===== config.mk =====
export PLATFORM = sky130hd
export DESIGN_NAME = l1_data_array_ctrl_flat
export DESIGN_NICKNAME = d
export VERILOG_FILES = /design/src/rtl/l1_cache_pkg.sv /design/src/rtl/l1_data_array_ctrl_if.sv /design/src/rtl/l1_rsp_fifo.sv /design/src/rtl/l1_data_array_ctrl.sv /design/src/flat_wrapper.sv
export SDC_FILE = /design/constraint.sdc
export NUM_CORES = 1
export LEC_CHECK = 0
export BUFFER_PORTS_ARGS = -buffer_cell sky130_fd_sc_hd__buf_2
export CAP_MARGIN = 10
export CORE_MARGIN = 2
export CORE_UTILIZATION = 27
export DETAILED_ROUTE_END_ITERATION = 8
export MAX_ROUTING_LAYER = met4
export PLACE_DENSITY = 0.54
export SLEW_MARGIN = 20
export SYNTH_ARGS = -nofsm -noshare
export SYNTH_HDL_FRONTEND = slang
export SYNTH_HIERARCHICAL = 1
export SYNTH_SLANG_ARGS = --single-unit

===== constraint.sdc =====
create_clock -name clk -period 2.4 [get_ports clk]
set_input_delay 0.12 -clock clk [delete_from_list [all_inputs] [get_ports clk]]
set_output_delay 0.12 -clock clk [all_outputs]
set_load 0.01 [all_outputs]

===== src/rtl/l1_cache_pkg.sv =====
// l1_cache_pkg: shared constants, FSM state type,
// read-token bundle and byte-merge helper for the L1 data array.
package l1_cache_pkg;

  localparam int DATA_W     = 128;
  localparam int ADDR_W     = 8;
  localparam int NUM_WMASKS = DATA_W / 8;
  localparam int RSP_DEPTH  = 2;
  localparam int RAM_DEPTH  = 1 << ADDR_W;

  typedef enum logic [0:0] {
    INIT = 1'b0,
    RUN  = 1'b1
  } ctrl_state_e;

  typedef struct packed {
    logic                  valid;
    logic                  byp_valid;
    logic [DATA_W-1:0]     byp_data;
    logic [NUM_WMASKS-1:0] byp_mask;
  } rd_token_t;

  function automatic logic [DATA_W-1:0] merge_bytes(
    input logic [DATA_W-1:0]     old_d,
    input logic [DATA_W-1:0]     new_d,
    input logic [NUM_WMASKS-1:0] mask
  );
    logic [DATA_W-1:0] r;
    r = old_d;
    for (int i = 0; i < NUM_WMASKS; i++) begin
      if (mask[i]) r[8*i +: 8] = new_d[8*i +: 8];
    end
    return r;
  endfunction

endpackage


===== src/rtl/l1_data_array_ctrl_if.sv =====
// l1_data_array_ctrl_if: write/read request and read response
// handshakes; master = cache pipeline, slave = array controller.
interface l1_data_array_ctrl_if;
  import l1_cache_pkg::*;

  logic                  wr_req_valid;
  logic                  wr_req_ready;
  logic [ADDR_W-1:0]     wr_req_addr;
  logic [DATA_W-1:0]     wr_req_data;
  logic [NUM_WMASKS-1:0] wr_req_mask;

  logic                  rd_req_valid;
  logic                  rd_req_ready;
  logic [ADDR_W-1:0]     rd_req_addr;

  logic                  rd_rsp_valid;
  logic                  rd_rsp_ready;
  logic [DATA_W-1:0]     rd_rsp_data;

  modport master (
    output wr_req_valid, wr_req_addr,
    output wr_req_data, wr_req_mask,
    output rd_req_valid, rd_req_addr,
    output rd_rsp_ready,
    input  wr_req_ready, rd_req_ready,
    input  rd_rsp_valid, rd_rsp_data
  );

  modport slave (
    input  wr_req_valid, wr_req_addr,
    input  wr_req_data, wr_req_mask,
    input  rd_req_valid, rd_req_addr,
    input  rd_rsp_ready,
    output wr_req_ready, rd_req_ready,
    output rd_rsp_valid, rd_rsp_data
  );

endinterface


===== src/rtl/l1_rsp_fifo.sv =====
// l1_rsp_fifo: DEPTH x W synchronous FIFO with count/full/empty.
// Ports: push/din, pop/dout (head), count, full, empty.
module l1_rsp_fifo #(
  parameter int DEPTH = 2,
  parameter int W     = 128,
  parameter int CW    = $clog2(DEPTH + 1)
) (
  input  logic          clk,
  input  logic          rst_n,
  input  logic          push,
  input  logic [W-1:0]  din,
  input  logic          pop,
  output logic [W-1:0]  dout,
  output logic [CW-1:0] count,
  output logic          full,
  output logic          empty
);

  localparam int PW = (DEPTH > 1) ? $clog2(DEPTH) : 1;

  logic [W-1:0]  mem [DEPTH];
  logic [PW-1:0] wp, rp;

  function automatic logic [PW-1:0] nxt(
    input logic [PW-1:0] p
  );
    return (p == PW'(DEPTH - 1)) ? '0 : p + PW'(1);
  endfunction

  assign dout  = mem[rp];
  assign full  = count == CW'(DEPTH);
  assign empty = count == '0;

  always_ff @(posedge clk or negedge rst_n) begin
    if (!rst_n) begin
      wp    <= '0;
      rp    <= '0;
      count <= '0;
      for (int i = 0; i < DEPTH; i++) begin
        mem[i] <= '0;
      end
    end else begin
      if (push) begin
        mem[wp] <= din;
        wp      <= nxt(wp);
      end
      if (pop) rp <= nxt(rp);
      if (push && !pop) begin
        count <= count + CW'(1);
      end else if (pop && !push) begin
        count <= count - CW'(1);
      end
    end
  end

endmodule


===== src/rtl/l1_data_array_ctrl.sv =====
// l1_data_array_ctrl: 1R1W SRAM front end with zero-fill, read queue
// and same-cycle write->read bypass. Ports: clk, rst_n, bus (slave),
// init_done, SRAM port 0 (csb0/addr0/din0/wmask0), port 1 (csb1/addr1/dout1).
module l1_data_array_ctrl
  import l1_cache_pkg::*;
(
  input  logic                  clk,
  input  logic                  rst_n,
  l1_data_array_ctrl_if.slave   bus,
  output logic                  init_done,
  output logic                  sram_csb0,
  output logic [ADDR_W-1:0]     sram_addr0,
  output logic [DATA_W-1:0]     sram_din0,
  output logic [NUM_WMASKS-1:0] sram_wmask0,
  output logic                  sram_csb1,
  output logic [ADDR_W-1:0]     sram_addr1,
  input  logic [DATA_W-1:0]     sram_dout1
);

  localparam logic [0:0] S_INIT = 1'(INIT);
  localparam logic [0:0] S_RUN  = 1'(RUN);
  localparam int CW = $clog2(RSP_DEPTH + 1);
  localparam int OW = CW + 1;

  logic [0:0]        state_q;
  logic [ADDR_W-1:0] cnt_q;
  rd_token_t         tok_q, tok_d;

  logic              run;
  logic              wr_fire, rd_fire;
  logic              push, pop;
  logic [CW-1:0]     q_count;
  logic              q_full, q_empty;
  logic [DATA_W-1:0] q_head, cap_data;
  logic [OW-1:0]     occ;

  assign run       = state_q == S_RUN;
  assign init_done = run;

  assign bus.wr_req_ready = run;
  assign wr_fire = run & bus.wr_req_valid;

  assign pop = bus.rd_rsp_ready & ~q_empty;

  // Reservation covers queued + in-flight reads; a pop this
  // cycle frees its slot so reads stream at one per cycle.
  assign occ = OW'(q_count)
             + OW'(tok_q.valid)
             - OW'(pop);

  assign bus.rd_req_ready = run & (occ < OW'(RSP_DEPTH));
  assign rd_fire = bus.rd_req_valid & bus.rd_req_ready;

  always_comb begin
    sram_csb0   = ~bus.wr_req_valid;
    sram_addr0  = bus.wr_req_addr;
    sram_din0   = bus.wr_req_data;
    sram_wmask0 = bus.wr_req_mask;
    if (!run) begin
      // Sweep writes zeros; held off while reset is asserted.
      sram_csb0   = ~rst_n;
      sram_addr0  = cnt_q;
      sram_din0   = '0;
      sram_wmask0 = '1;
    end
  end

  assign sram_csb1  = ~rd_fire;
  assign sram_addr1 = bus.rd_req_addr;

  // Macro result is undefined on a same-address collision,
  // so the write's bytes ride along with the read token.
  always_comb begin
    tok_d           = '0;
    tok_d.valid     = rd_fire;
    tok_d.byp_valid = rd_fire & wr_fire
                    & (bus.wr_req_addr == bus.rd_req_addr);
    tok_d.byp_data  = bus.wr_req_data;
    tok_d.byp_mask  = bus.wr_req_mask;
  end

  assign cap_data = tok_q.byp_valid
                  ? merge_bytes(sram_dout1, tok_q.byp_data,
                                tok_q.byp_mask)
                  : sram_dout1;

  assign push = tok_q.valid & (~q_full | pop);

  always_ff @(posedge clk or negedge rst_n) begin
    if (!rst_n) begin
      state_q <= S_INIT;
      cnt_q   <= '0;
      tok_q   <= '0;
    end else begin
      tok_q <= tok_d;
      if (!run) begin
        cnt_q <= cnt_q + ADDR_W'(1);
        if (cnt_q == ADDR_W'(RAM_DEPTH - 1)) begin
          state_q <= S_RUN;
        end
      end
    end
  end

  l1_rsp_fifo #(
    .DEPTH (RSP_DEPTH),
    .W     (DATA_W),
    .CW    (CW)
  ) u_rsp_fifo (
    .clk   (clk),
    .rst_n (rst_n),
    .push  (push),
    .din   (cap_data),
    .pop   (pop),
    .dout  (q_head),
    .count (q_count),
    .full  (q_full),
    .empty (q_empty)
  );

  assign bus.rd_rsp_valid = ~q_empty;
  assign bus.rd_rsp_data  = q_head;

endmodule

===== src/flat_wrapper.sv =====
// flat-port wrapper written by rule: the top's interface ports become plain ports
module l1_data_array_ctrl_flat import l1_cache_pkg::*;
  (clk, rst_n, init_done, sram_csb0, sram_addr0, sram_din0, sram_wmask0, sram_csb1, sram_addr1, sram_dout1, bus_wr_req_valid, bus_wr_req_addr, bus_wr_req_data, bus_wr_req_mask, bus_rd_req_valid, bus_rd_req_addr, bus_rd_rsp_ready, bus_wr_req_ready, bus_rd_req_ready, bus_rd_rsp_valid, bus_rd_rsp_data);
  l1_data_array_ctrl_if bus_i ();
  input  logic clk;
  input  logic rst_n;
  output logic init_done;
  output logic sram_csb0;
  output logic [ADDR_W-1:0] sram_addr0;
  output logic [DATA_W-1:0] sram_din0;
  output logic [NUM_WMASKS-1:0] sram_wmask0;
  output logic sram_csb1;
  output logic [ADDR_W-1:0] sram_addr1;
  input  logic [DATA_W-1:0] sram_dout1;
  input wire logic [$bits(bus_i.wr_req_valid)-1:0] bus_wr_req_valid;
  input wire logic [$bits(bus_i.wr_req_addr)-1:0] bus_wr_req_addr;
  input wire logic [$bits(bus_i.wr_req_data)-1:0] bus_wr_req_data;
  input wire logic [$bits(bus_i.wr_req_mask)-1:0] bus_wr_req_mask;
  input wire logic [$bits(bus_i.rd_req_valid)-1:0] bus_rd_req_valid;
  input wire logic [$bits(bus_i.rd_req_addr)-1:0] bus_rd_req_addr;
  input wire logic [$bits(bus_i.rd_rsp_ready)-1:0] bus_rd_rsp_ready;
  output wire logic [$bits(bus_i.wr_req_ready)-1:0] bus_wr_req_ready;
  output wire logic [$bits(bus_i.rd_req_ready)-1:0] bus_rd_req_ready;
  output wire logic [$bits(bus_i.rd_rsp_valid)-1:0] bus_rd_rsp_valid;
  output wire logic [$bits(bus_i.rd_rsp_data)-1:0] bus_rd_rsp_data;
  assign bus_i.wr_req_valid = bus_wr_req_valid;
  assign bus_i.wr_req_addr = bus_wr_req_addr;
  assign bus_i.wr_req_data = bus_wr_req_data;
  assign bus_i.wr_req_mask = bus_wr_req_mask;
  assign bus_i.rd_req_valid = bus_rd_req_valid;
  assign bus_i.rd_req_addr = bus_rd_req_addr;
  assign bus_i.rd_rsp_ready = bus_rd_rsp_ready;
  assign bus_wr_req_ready = bus_i.wr_req_ready;
  assign bus_rd_req_ready = bus_i.rd_req_ready;
  assign bus_rd_rsp_valid = bus_i.rd_rsp_valid;
  assign bus_rd_rsp_data = bus_i.rd_rsp_data;
  l1_data_array_ctrl u_core (.clk(clk), .rst_n(rst_n), .bus(bus_i), .init_done(init_done), .sram_csb0(sram_csb0), .sram_addr0(sram_addr0), .sram_din0(sram_din0), .sram_wmask0(sram_wmask0), .sram_csb1(sram_csb1), .sram_addr1(sram_addr1), .sram_dout1(sram_dout1));
endmodule

==> impl_metrics.ini <==
[run_status]
status = finished with violations
violations = negative setup slack

[synthesis]
synth_edf_count = 0
synth_mux_area_frac = 0.337
yosys.area_share.simple = 0.0622
synth-xor-area-share = 0.00986
synth_cell_type_count = 32
synth_fa_ha_area_frac = 0.00309
yosys_warnings = 6
ys_ff_latch = 415
async_flop_share = 1.00
ys_seq_area_frac = 0.557
synthesis.nets = 1524
synth_common_cells = 415 x dfrtp_1, 400 x mux2_2, 128 x and2_1
syn_inst = 1227
synth_top_family_by_area = multiplexers
synth_ff_type = dfrtp_1
synth_top_area_frac = 0.557
yosys-top-cells-area = dfrtp_1 56%, mux2_2 24%, mux2_4 8.9%
avgSynthCellArea_sq_um = 15.2
synth_top_area_cell = dfrtp_1
post-synth-top-count-cell = dfrtp_1
synth_compound_area_frac = 0.000872
syn-cell-area_sq_um = 18700

[route]
first_pass_iters = 4
viasPerCell = 4.33
drt_wl_total_um = 54000
num_vias = 13200
drt-initial-drc-count = 456
wl_per_cell_um = 17.7
antenna_left = 0
drc = 0

[sta]
hold_viol_final = 0
relSlewSlack = 0.501
max_freq_ghz = 0.391
finalClockSkew_ns = 0.0135
final.setup.tns_ns = -0.310
final-setup-viol-count = 2
worst_slack_ns = -0.157
min_period_ns = 2.56
rsz0062_at_grt = yes
period_share = 1.07
slew_viol_final = 0
worstMarginPinSlew_ns = 0.748

[die]
die_x_um = 267
die_h_um = 267
io_pins = 587
fp.dieArea_sq_um = 71200
start_util = 0.272
core_area_sq_um = 68500
rows = 96

[clock_network]
htreeDepth = 2
cts_made_buffers = 47
cts_buffer_depth = 3
clk_pin_slew_ns = 0.06
clkSinkCount = 415
cts_tree = yes
root_buffer = clkbuf_16
clkLatencyLatePin_ns = 0.56

[placement]
post-place-ws_ns = 0.134
post-place-cells = 2671
dp_hpwl_um = 36800
place.gp.congestion = 0.855
port_buffers = 586

[critical_path]
worst_setup_path_end_kind = output port
cp.arrival_ns = 2.44
crit_slowest_cell = dfrtp_1
cp-start-kind = register
critPathKind = register to output port
cp.required_ns = 2.28
critPathMaxFanout = 2
cp_cell_sequence = nor2_2, nor2b_2, ha_1, nand2b_4, fa_2, xnor2_4, and3_1, buf_2
ff2ff_setup_slack_ns = 0.06
r2r_start = u_core/u_rsp_fifo/count[0]$_DFFE_PN0P_
critPathMaxStageDelay_ns = 0.39
r2r_end = u_core/u_rsp_fifo/mem[181]$_DFFE_PN0P_
reg2reg_depth = 9

[cells_and_area]
fin_util = 0.399
layout-drive-gt1-share = 0.577
area_delta_synth_final_pct = 46.5
fin_cells = 3046
fin_nets = 2421
fill_cells = 6407

[pwr]
vdd_ir_drop_max_uv = 567
leakagePower_nw = 14.3
finalPower_mw = 17.2
power_density_nw_per_um2 = 628

[global_route]
grt_max_degree = 95
antenna_found_initial = 2
first_global_vias = 14500
grt_util_all_layers = 0.151
overflow = 0
grt_pass1_wl_um = 81900

[hold_path]
hp-class = primary input to asynchronous set/reset pin

[job]
maxCapViolCount = 0
flip-flops by register name, summed over array words and instances, names as in the netlist:
| name | count |
|---|---|
| u_core/u_rsp_fifo/mem | 256 |
| u_core/tok_q | 146 |
| u_core/cnt_q | 8 |
| u_core/u_rsp_fifo/count | 2 |
| u_core/bus.wr_req_ready | 1 |
| u_core/u_rsp_fifo/rp | 1 |
| u_core/u_rsp_fifo/wp | 1 |
metal layers:
layer	wire length (um)	track usage	vias up
met5	0	-	-
met4	2090	0.0629	0
met3	2530	0.0275	119
met2	27500	0.263	399
met1	21800	0.171	6628
li1	-	-	6043
cell families (layout without fill, tap and decap cells):
group                    Yosys count  in the layout
AO/OA/AOI/OAI                      2              2
XOR/XNOR                          21             21
adder cells (fa/ha/maj)            4              4
buffers and inverters             76           1011
flip-flops                       415            415
multiplexers                     521            521
other                              0              2
AND/OR/NAND/NOR                  188            188
placed cells by master (no fill, tap or decap), types with 3 or more instances in the layout:
cell type      count
buf_2            584
dfrtp_1          412
mux2_2           400
dlygate4sd3_1    282
and2_1           128
mux2_4           110
clkbuf_16         49
buf_4             31
buf_12            20
nand2b_1          17
nand2_1           13
xnor2_1           12
clkbuf_1          11
nand2_2           10
mux2_1            10
clkinv_2           9
xor2_1             8
bufinv_16          7
clkbuf_8           7
inv_1              5
clkinvlp_4         4
nor2_1             3
ha_1               3
area by class of cell:
type,count,area (sq um),area share
inverter,5,18.8,0.000687
tap,882,1100,0.0404
timing repair buffer,919,6400,0.234
sequential,415,10400,0.380
antenna,2,5.00,0.000183
clock buffer,67,1360,0.0499
clock inverter,20,285,0.0104
multi-input combinational,736,7750,0.284
where the power goes:
group | internal, mW | total [mW] | switching (mW)
clock network | 4.70 | 7.59 | 2.89
registers | 7.15 | 7.25 | 0.0926
logic | 1.24 | 2.31 | 1.08
metrics by stage:
| step | instance area, sq um | hold WS [ns] |
|---|---|---|
| after floorplan | 18700 | -0.176 |
| after global placement | 22800 | 0.0424 |
| after detailed placement | 22800 | 0.0456 |
| after CTS | 27300 | 0.0369 |
| after global routing | 27300 | 0.0369 |
| final | 27300 | 0.0417 |
timing repair:
item | CTS | global route
pin swaps | 4 | 0
setup buffers | 4 | 1
hold buffers | 282 | 0
gates resized for setup | 7 | 1
setup endpoints to repair | 3 | 3
endpoints found under the hold margin | 708 | 0
critical path: cells and delay by family (launching register included):
kind | cells | cell delay [ns]
adder cells (fa/ha/maj) | 2 | 0.67
flip-flops | 1 | 0.39
AND/OR/NAND/NOR | 4 | 0.52
XOR/XNOR | 1 | 0.18
buffers and inverters | 1 | 0.13
worst max-delay path by stage:
stage                                                start                          end  slack, ns  cells past startpoint
finish              u_core/u_rsp_fifo/count[1]$_DFFE_PN0P_             bus_rd_req_ready      -0.16                      8
global route        u_core/u_rsp_fifo/count[1]$_DFFE_PN0P_             bus_rd_req_ready      -0.31                      8
CTS                 u_core/u_rsp_fifo/count[1]$_DFFE_PN0P_             bus_rd_req_ready      -0.22                      8
detailed placement  u_core/u_rsp_fifo/count[0]$_DFFE_PN0P_                    sram_csb1       0.13                      9
global placement    u_core/u_rsp_fifo/count[0]$_DFFE_PN0P_                    sram_csb1       0.13                      9
floorplan           u_core/u_rsp_fifo/count[1]$_DFFE_PN0P_  u_core/tok_q[144]$_DFF_PN0_       0.14                      8
Note: power is estimated with default switching activity, not from simulation.
